### src/rtl/cache_def.sv
// Shared type definitions for the accumulating cache and its request feeders.
// Holds the cache request/response buses and the cancelled-order event record.
// Also holds the address-mapping and saturating-add helpers used by the feeder.
package cache_def;

    // The cache index is 14 bits wide: line index [13:4], word select [3:2], byte [1:0].
    localparam int CACHE_INDEX_W = 14;
    // The client ID occupies the line-index field [13:4].
    localparam int CLIENT_W      = 10;

    typedef struct packed {
        logic                     valid;
        logic                     rw;       // 1 = write (accumulate)
        logic [CACHE_INDEX_W-1:0] rdindex;
        logic [CACHE_INDEX_W-1:0] wrindex;
        logic [31:0]              data;
    } cpu_req_type;

    typedef struct packed {
        logic [31:0] data;
        logic        ready;
    } cpu_result_type;

    typedef struct packed {
        logic [CLIENT_W-1:0] client;
        logic [31:0]         qty;
    } cancel_evt_type;

    // A client maps onto one cache line; the word select and byte bits stay zero.
    function automatic logic [CACHE_INDEX_W-1:0] client_to_index(input logic [CLIENT_W-1:0] client);
        return CACHE_INDEX_W'({client, 4'b0000});
    endfunction

    // Quantity accumulation clamps at all-ones instead of wrapping.
    function automatic logic [31:0] sat_add32(input logic [31:0] a, input logic [31:0] b);
        logic [32:0] sum;
        sum = {1'b0, a} + {1'b0, b};
        return sum[32] ? 32'hFFFF_FFFF : sum[31:0];
    endfunction

endpackage

### src/rtl/cancel_evt_fifo.sv
// Purpose: small circular FIFO of cancel events with tail read/update for coalescing.
// Latency: a push is visible at the head/tail outputs in the cycle after the write edge.
// Backpressure: full is derived from the occupancy register only; a pop never frees a slot in the same cycle.
//
// Ports: clk, rst (sync, active-high); push/push_evt write the tail; pop retires the head;
// tail_upd/tail_qty overwrite the tail entry's qty; head_lock marks the head as in flight.
// Outputs: full, empty, head_evt, tail_evt, tail_locked (tail entry is the locked head).
module cancel_evt_fifo
    import cache_def::*;
#(
    parameter int DEPTH = 8
) (
    input  logic           clk,
    input  logic           rst,
    input  logic           push,
    input  cancel_evt_type push_evt,
    input  logic           pop,
    input  logic           tail_upd,
    input  logic [31:0]    tail_qty,
    input  logic           head_lock,
    output logic           full,
    output logic           empty,
    output cancel_evt_type head_evt,
    output cancel_evt_type tail_evt,
    output logic           tail_locked
);

    localparam int AW = $clog2(DEPTH);

    cancel_evt_type mem [DEPTH];
    logic [AW-1:0]  wr_ptr;
    logic [AW-1:0]  rd_ptr;
    logic [AW-1:0]  tail_ptr;
    logic [AW:0]    count;

    assign full     = (count == (AW+1)'(DEPTH));
    assign empty    = (count == '0);
    assign tail_ptr = wr_ptr - AW'(1);
    assign head_evt = mem[rd_ptr];
    assign tail_evt = mem[tail_ptr];

    // With a single entry the tail is the head; if that head is in flight its
    // qty has already been copied into the request and must not change.
    assign tail_locked = head_lock && (count == (AW+1)'(1));

    // Storage carries no reset; only the pointers define what is valid.
    always_ff @(posedge clk) begin
        if (push) begin
            mem[wr_ptr] <= push_evt;
        end else if (tail_upd) begin
            mem[tail_ptr].qty <= tail_qty;
        end
    end

    always_ff @(posedge clk) begin
        if (rst) begin
            wr_ptr <= '0;
            rd_ptr <= '0;
            count  <= '0;
        end else begin
            if (push) begin
                wr_ptr <= wr_ptr + AW'(1);
            end
            if (pop) begin
                rd_ptr <= rd_ptr + AW'(1);
            end
            case ({push, pop})
                2'b10:   count <= count + (AW+1)'(1);
                2'b01:   count <= count - (AW+1)'(1);
                default: count <= count;
            endcase
        end
    end

endmodule

### src/rtl/cancel_order_feeder.sv
// Purpose: turns buffered cancelled-order events into accumulate-write requests for the cache.
// Latency: event accepted at edge N into an idle, empty block -> cpu_req.valid high after edge N+1.
// Backpressure: in_ready = !full; each request is held until cpu_res.ready or TIMEOUT cycles, then one idle gap.
//
// Ports: clk, rst (sync, active-high); in_valid/in_ready/in_client/in_qty event input;
// cpu_req/cpu_res cache request bus; busy; sent_count (wraps); timeout_count (saturates);
// timeout_err (one-cycle pulse per dropped request).
// Optional feature: CANCEL_COALESCE_EN merges an event into the FIFO tail when the client matches.
// ID_W must not exceed cache_def::CLIENT_W.
module cancel_order_feeder
    import cache_def::*;
#(
    parameter int DEPTH   = 8,
    parameter int ID_W    = 10,
    parameter int TIMEOUT = 32
) (
    input  logic            clk,
    input  logic            rst,
    input  logic            in_valid,
    output logic            in_ready,
    input  logic [ID_W-1:0] in_client,
    input  logic [31:0]     in_qty,
    output cpu_req_type     cpu_req,
    input  cpu_result_type  cpu_res,
    output logic            busy,
    output logic [15:0]     sent_count,
    output logic [7:0]      timeout_count,
    output logic            timeout_err
);

    typedef enum logic [1:0] {
        S_IDLE,
        S_REQ,
        S_GAP
    } state_t;

    localparam int CNT_W = $clog2(TIMEOUT) + 1;

    state_t          state;
    cpu_req_type     req_q;
    logic [CNT_W-1:0] wait_cnt;

    logic            accept;
    logic            fifo_push;
    logic            fifo_pop;
    logic            fifo_full;
    logic            fifo_empty;
    logic            tail_upd;
    logic [31:0]     tail_qty;
    logic            head_lock;
    logic            tail_locked;
    logic            wait_hit;
    cancel_evt_type  in_evt;
    cancel_evt_type  head_evt;
    cancel_evt_type  tail_evt;

    assign in_ready = !fifo_full;
    assign accept   = in_valid && in_ready;
    assign in_evt.client = CLIENT_W'(in_client);
    assign in_evt.qty    = in_qty;

    // The head is in flight from the edge that copies it (IDLE with data)
    // until the edge that pops it (end of REQ).
    assign head_lock = (state == S_REQ) || ((state == S_IDLE) && !fifo_empty);

    assign wait_hit = (wait_cnt == CNT_W'(TIMEOUT - 1));
    assign fifo_pop = (state == S_REQ) && (cpu_res.ready || wait_hit);

`ifdef CANCEL_COALESCE_EN
    logic coalesce;
    assign coalesce  = accept && !fifo_empty && !tail_locked
                       && (tail_evt.client == in_evt.client);
    assign fifo_push = accept && !coalesce;
    assign tail_upd  = coalesce;
    assign tail_qty  = sat_add32(tail_evt.qty, in_qty);
`else
    logic unused_tail;
    assign fifo_push   = accept;
    assign tail_upd    = 1'b0;
    assign tail_qty    = '0;
    assign unused_tail = ^{tail_evt, tail_locked};
`endif

    // The cache response data is not needed for accumulate writes.
    logic unused_res;
    assign unused_res = ^cpu_res.data;

    cancel_evt_fifo #(
        .DEPTH (DEPTH)
    ) u_fifo (
        .clk         (clk),
        .rst         (rst),
        .push        (fifo_push),
        .push_evt    (in_evt),
        .pop         (fifo_pop),
        .tail_upd    (tail_upd),
        .tail_qty    (tail_qty),
        .head_lock   (head_lock),
        .full        (fifo_full),
        .empty       (fifo_empty),
        .head_evt    (head_evt),
        .tail_evt    (tail_evt),
        .tail_locked (tail_locked)
    );

    assign cpu_req = req_q;
    assign busy    = !fifo_empty || (state != S_IDLE);

    always_ff @(posedge clk) begin
        if (rst) begin
            state         <= S_IDLE;
            req_q         <= '0;
            wait_cnt      <= '0;
            sent_count    <= '0;
            timeout_count <= '0;
            timeout_err   <= 1'b0;
        end else begin
            timeout_err <= 1'b0;
            case (state)
                S_IDLE: begin
                    if (!fifo_empty) begin
                        req_q.valid   <= 1'b1;
                        req_q.rw      <= 1'b1;
                        req_q.rdindex <= client_to_index(head_evt.client);
                        req_q.wrindex <= client_to_index(head_evt.client);
                        req_q.data    <= head_evt.qty;
                        wait_cnt      <= '0;
                        state         <= S_REQ;
                    end
                end
                S_REQ: begin
                    if (cpu_res.ready) begin
                        req_q.valid <= 1'b0;
                        sent_count  <= sent_count + 16'd1;
                        state       <= S_GAP;
                    end else if (wait_hit) begin
                        req_q.valid <= 1'b0;
                        timeout_err <= 1'b1;
                        if (timeout_count != 8'hFF) begin
                            timeout_count <= timeout_count + 8'd1;
                        end
                        state <= S_GAP;
                    end else begin
                        wait_cnt <= wait_cnt + CNT_W'(1);
                    end
                end
                // One cycle with valid low so the cache returns to idle before
                // the next accumulate.
                S_GAP: begin
                    state <= S_IDLE;
                end
                default: begin
                    state <= S_IDLE;
                end
            endcase
        end
    end

endmodule

### config.mk
export PLATFORM = sky130hd
export DESIGN_NAME = cancel_order_feeder
export DESIGN_NICKNAME = d
export VERILOG_FILES = /design/src/rtl/cache_def.sv /design/src/rtl/cancel_evt_fifo.sv /design/src/rtl/cancel_order_feeder.sv
export SDC_FILE = /design/constraint.sdc
export NUM_CORES = 1
export LEC_CHECK = 0
export ABC_CLOCK_PERIOD_IN_PS = 7590
export CAP_MARGIN = 20
export CORE_ASPECT_RATIO = 0.5
export CORE_MARGIN = 2
export CORE_UTILIZATION = 56
export CTS_CLUSTER_SIZE = 16
export DETAILED_ROUTE_END_ITERATION = 10
export PLACE_DENSITY_LB_ADDON = 0.2
export RECOVER_POWER = 25
export SLEW_MARGIN = 0
export SYNTH_ARGS = -nofsm -noshare
export SYNTH_HDL_FRONTEND = slang
export SYNTH_SLANG_ARGS = --single-unit
export TNS_END_PERCENT = 1
### constraint.sdc
create_clock -name clk -period 7.59 [get_ports clk]
set_input_delay 0.759 -clock clk [delete_from_list [all_inputs] [get_ports clk]]
set_output_delay 0.759 -clock clk [all_outputs]
set_load 0.01 [all_outputs]
# Word-level counts from Yosys, hierarchy flattened
# Memory sizes are Yosys's and may differ from the RTL's. A register that Yosys moved wholly into a read port is not among the register bits.
# Cells that the tools add are included.
[op_classes]
addsub = 7
eq_ne = 10
mux = 18
n_bitwise = 3
reduce_logical = 18
[op_table]
columns = ["operator", "count"]
rows = [
  ["$mux W62", 1],
  ["$mux W6", 3],
  ["$add A16 B1 Y16 const B", 1],
  ["$pmux W6 S2", 1],
  ["$add A8 B1 Y8 const B", 1],
  ["$ne A8 B8 Y1 const B", 1],
  ["$pmux W4 S2", 1],
  ["$reduce_and A4 Y1", 2],
  ["$add A3 B1 Y3 const B", 2],
  ["$add A6 B1 Y6 const B", 1],
  ["$eq A6 B5 Y1 const B", 1],
  ["$mux W2", 3],
  ["$mux W3", 2],
  ["$ne A2 B2 Y1 const B", 3],
  ["$reduce_and A2 Y1", 3],
  ["$reduce_bool A2 Y1", 3],
  ["$mux W1", 5],
  ["$add A4 B1 Y4 const B", 1],
  ["$eq A2 B1 Y1 const B", 2],
  ["$eq A4 B4 Y1 const B", 1],
  ["$logic_not A4 Y1", 1],
  ["$pmux W2 S2", 1],
  ["$sub A4 B1 Y4 const B", 1],
  ["$ne A3 B3 Y1 const B", 1],
  ["other kinds (9)", 14],
]
[totals]
regBits = 87
mem_bits_rw = 336
inputBits = 78
memories = 1
[mem_list]
columns = ["name", "depth", "word_bits", "rd", "rd_ports_with_merged_regs", "wr", "line", "text"]
rows = [
  ["u_fifo.mem", 8, 42, 1, 1, 1, "cancel_evt_fifo.sv:30", "cancel_evt_type mem [DEPTH];"],
]

# Depth between registers and ports, before layout
[depth]
word_depth = 5
depth_mapped = 11

# Hierarchy
# Synthesis repeated with hierarchy kept, for this count alone.
[hier_totals]
cells_unflattened = 1242
area_unflattened_um2 = 19641.3
[modules_own_cells]
columns = ["module", "n_inst", "cells_per_inst", "area_per_inst_um2", "seq_area_each_um2"]
rows = [
  ["cancel_evt_fifo", 1, 844, 16403.2, 10349.9],
  ["cancel_order_feeder", 1, 398, 3238.1, 1541.5],
]

# Least setup slack after synthesis
# No wires, ideal clock.
[synth_timing]
kind = "register to register"
from = "register u_fifo.count[0]"
to = "memory u_fifo.mem[0][0] (netlist name), enable pin"
setup_time_ns = 0.546
arrival_ns = 4.933
slack_ns = 2.111
stages_incl_launch_ff = 5
cell_sequence = "dfxtp_1 > or4b_1 > clkbuf_1 > nand2_2 > nor4_1"
[synth_via]
elab_chain_cells = 5
[synth_rtl]
columns = ["item", "line", "text"]
rows = [
  ["start: declaration", "cancel_evt_fifo.sv:34", "logic [AW:0] count;"],
  ["start signal: assignment", "cancel_evt_fifo.sv:68", "2'b10: count <= count + (AW+1)'(1);"],
  ["start signal: assignment", "cancel_evt_fifo.sv:69", "2'b01: count <= count - (AW+1)'(1);"],
  ["start signal: assignment", "cancel_evt_fifo.sv:70", "default: count <= count;"],
  ["$eq A4 B4 Y1", "cancel_evt_fifo.sv:36", "assign full = (count == (AW+1)'(DEPTH));"],
  ["$logic_not A1 Y1", "cancel_order_feeder.sv:57", "assign in_ready = !fifo_full;"],
  ["named net in_ready", "cancel_order_feeder.sv:20", "output logic in_ready,"],
  ["$logic_and A1 B1 Y1", "cancel_order_feeder.sv:58", "assign accept = in_valid && in_ready;"],
  ["$mux W1", "cancel_evt_fifo.sv:48", "if (push) begin"],
  ["$mux W1 (implied by the code)", "cancel_evt_fifo.sv:49", "mem[wr_ptr] <= push_evt;"],
  ["end: declaration", "cancel_evt_fifo.sv:30", ""],
]
# The timed path passes the listed nets, and every way through them passes these cells.

==> results.json <==
{
  "outcome": "complete, no violations",
  "totalPowerFinal_mw": 5.81,
  "cts_setup_buffers": 0,
  "slew_violations": 0,
  "cp_slowest_cell": "buf_4",
  "synthDistinctLibCells": 54,
  "hold_path_class": "flop to flop",
  "ant_nets": 0,
  "grt.total_usage_pct": 21.1,
  "placed_cells": 1381,
  "area_delta_synth_final_pct": 16.7,
  "netlist.top_cell.by_area": "edfxtp_1",
  "clock_sinks": 426,
  "ios": 167,
  "cp.arrival_ns": 3.36,
  "drc": 0,
  "dr.pass1.iters": 4,
  "fp-row-count": 44,
  "hold_depth": 2,
  "max_stage_delay_ns": 0.66,
  "worst_slack_ns": 4.59,
  "power_leakage_nw": 6.02,
  "hold_buffers": 0,
  "ctsLongestPathBuffers": 3,
  "rrSetupSlack_ns": 4.59,
  "finalWorstPathRequiredPeriod_ns": 3.00,
  "crit_top_cell": "buf_4",
  "synth_most_common_cell": "edfxtp_1",
  "post-place-ws_ns": 4.32,
  "rsz0062_at_grt": "no",
  "nNetsFinal": 1115,
  "vdd_ir_drop_max_uv": 173,
  "clk_latency_ns": 0.54,
  "fp.dieH_um": 125,
  "numPortBuffers": 126,
  "hp-start": "cpu_req[60]",
  "clockRootBuffer": "clkbuf_16",
  "drive_gt1_share_pct": 18.6,
  "wirelength_um": 31700,
  "final-setup-viol-count": 0,
  "synthFlopType": "edfxtp_1",
  "grt_pass1_wl_um": 49000,
  "cts_buffers": 37,
  "h-tree-depth": 2,
  "yosys-top-cells-area": "edfxtp_1, mux4_2, dfxtp_1, nor2_1, o22ai_1",
  "dpl.hpwl_um": 16700,
  "maxCapViolCount": 0,
  "syn_avg_cell_area_um2": 17.9,
  "path_clk_slew_ns": 0.06,
  "path_max_fanout": 35,
  "fin_setup_tns_ns": 0,
  "finalHoldViolations": 0,
  "synth_seq_cells": 426,
  "maxSlewHeadroom_pct": 33.5,
  "gp_congestion": 0.801,
  "cts_tree": "built",
  "start_kind": "flop",
  "grt_max_degree": 68,
  "nFillCells": 1898,
  "vias_per_cell": 5.90,
  "worstPathBufferInverterCount": 2,
  "min_period_over_period_pct": 39.5,
  "tightest_slew_ns": 0.998,
  "crit_type": "flop to flop",
  "fin_cells": 1449,
  "synthArstFlopShare_pct": 0,
  "fp.coreArea_um2": 28800,
  "r2r_cells": 5,
  "path_delay_family": "buffers and inverters",
  "vias": 8546,
  "syn-cell-area_um2": 16300,
  "critPathRequiredTime_ns": 7.95,
  "synth_edf_count": 336,
  "yosys_warnings": 0,
  "postCtsResizedCells": 0,
  "hold_path_end": "cpu_req[60]",
  "p_per_area_nw_per_um2": 306,
  "die_area_um2": 30500,
  "gr-total-overflow": 0,
  "die_x_um": 245,
  "syn-instance-count": 907,
  "grt_pass1_vias": 8535,
  "clock_skew_ns": 0.0197,
  "drtIter0Drc": 889,
  "clock.fmax_mhz": 333,
  "avgRoutedWirePerCell_um": 21.8,
  "r2r_end": "cpu_req[30]",
  "critical_path.cell_chain": "buf_4 > buf_4 > mux4_2 > o22ai_1 > nor3_1",
  "synth_top_area_share_pct": 62.0,
  "synthTopCellsByCount": "edfxtp_1, dfxtp_1, mux4_2, nor2_1, o22ai_1",
  "start_util_pct": 56.5,
  "utilization_pct": 66.0,
  "crit_path_end_kind": "flop",
  "ys_seq_area_share_pct": 73.1,
  "antenna_found_initial": 1
}
## how the worst max path moves through the flow
stage / from / end / slack [ns] / depth (start not counted)
after CTS: flop / cpu_req[30] / 4.44 / 5
after global placement: in_valid / u_fifo.mem[7][5] / 4.38 / 4
after floorplan: u_fifo.count[0] / u_fifo.mem[0][0] / 2.11 / 4
after detailed placement: in_valid / u_fifo.mem[6][5] / 4.32 / 4
final: flop / cpu_req[30] / 4.59 / 5
after global routing: flop / cpu_req[30] / 4.24 / 5
## sequential cells by signal, indices dropped and copies added, names as in the netlist, 3 cells and up, named ones only
register,flops
u_fifo.mem,336
cpu_req,44
sent_count,16
timeout_count,8
wait_cnt,6
u_fifo.count,4
u_fifo.rd_ptr,3
u_fifo.wr_ptr,3
## logic make-up after synthesis
logic type	Yosys count	synth area share [%]
DFF	426	73.1
and+or+nand+nor	214	7.35
muxes	94	12.3
AOI/OAI and AO/OA	80	3.08
buffers and inverters	67	2.64
xor gates and xnor gates	17	0.915
adders and majority gates	8	0.615
other	1	0.0231
## cell type report
cell class	instances	area, um2	area share (%)
inverters	2	7.51	0.0395
clock buffers	55	1050	5.55
repair buffers	141	1370	7.22
well taps	391	489	2.58
flip-flops and latches	426	11900	62.7
multi-input cells	421	4030	21.2
diodes	1	2.50	0.0132
clock inverters	12	140	0.738
## worst min-delay path, delay by kind of cell, from the launching register on
kind             cells  cell delay, ns
flip-flops           1            0.33
AND/OR/NAND/NOR      2            0.12
## stage by stage
stage	cell area [um2]	hold slack [ns]
after floorplan	16300	0.459
after global placement	17800	0.450
after detailed placement	17800	0.469
after CTS	19000	0.484
after global routing	19000	0.518
final	19000	0.479
## per-layer routing
metal  track usage, %  up-vias  wire length (um)  part of all wire (%)
met3             3.73       44              1930                   6.1
met4             4.84        0               497                   1.6
met1             30.6     4398             13700                    43
li1                 -     3824                 -                     -
met2             33.7      280             15500                    49
met5                0        -                 0                     0
## power by group
group	switching (mW)	internal (mW)
clock network	0.801	1.07
registers	0.108	2.67
logic	0.641	0.516
total	1.55	4.26
## placed cells by master (no fill, tap or decap), drive strengths merged, types with 11 or more instances in the layout
cell	instances
edfxtp	336
clkdlybuf4s50	95
dfxtp	90
mux4	84
nor2	75
clkbuf	55
nor3	51
o22ai	42
dlygate4sd3	30
nand3	20
buf	16
a21oi	15
nand2	14
xor2	11
(Power assumes the default switching activity.)
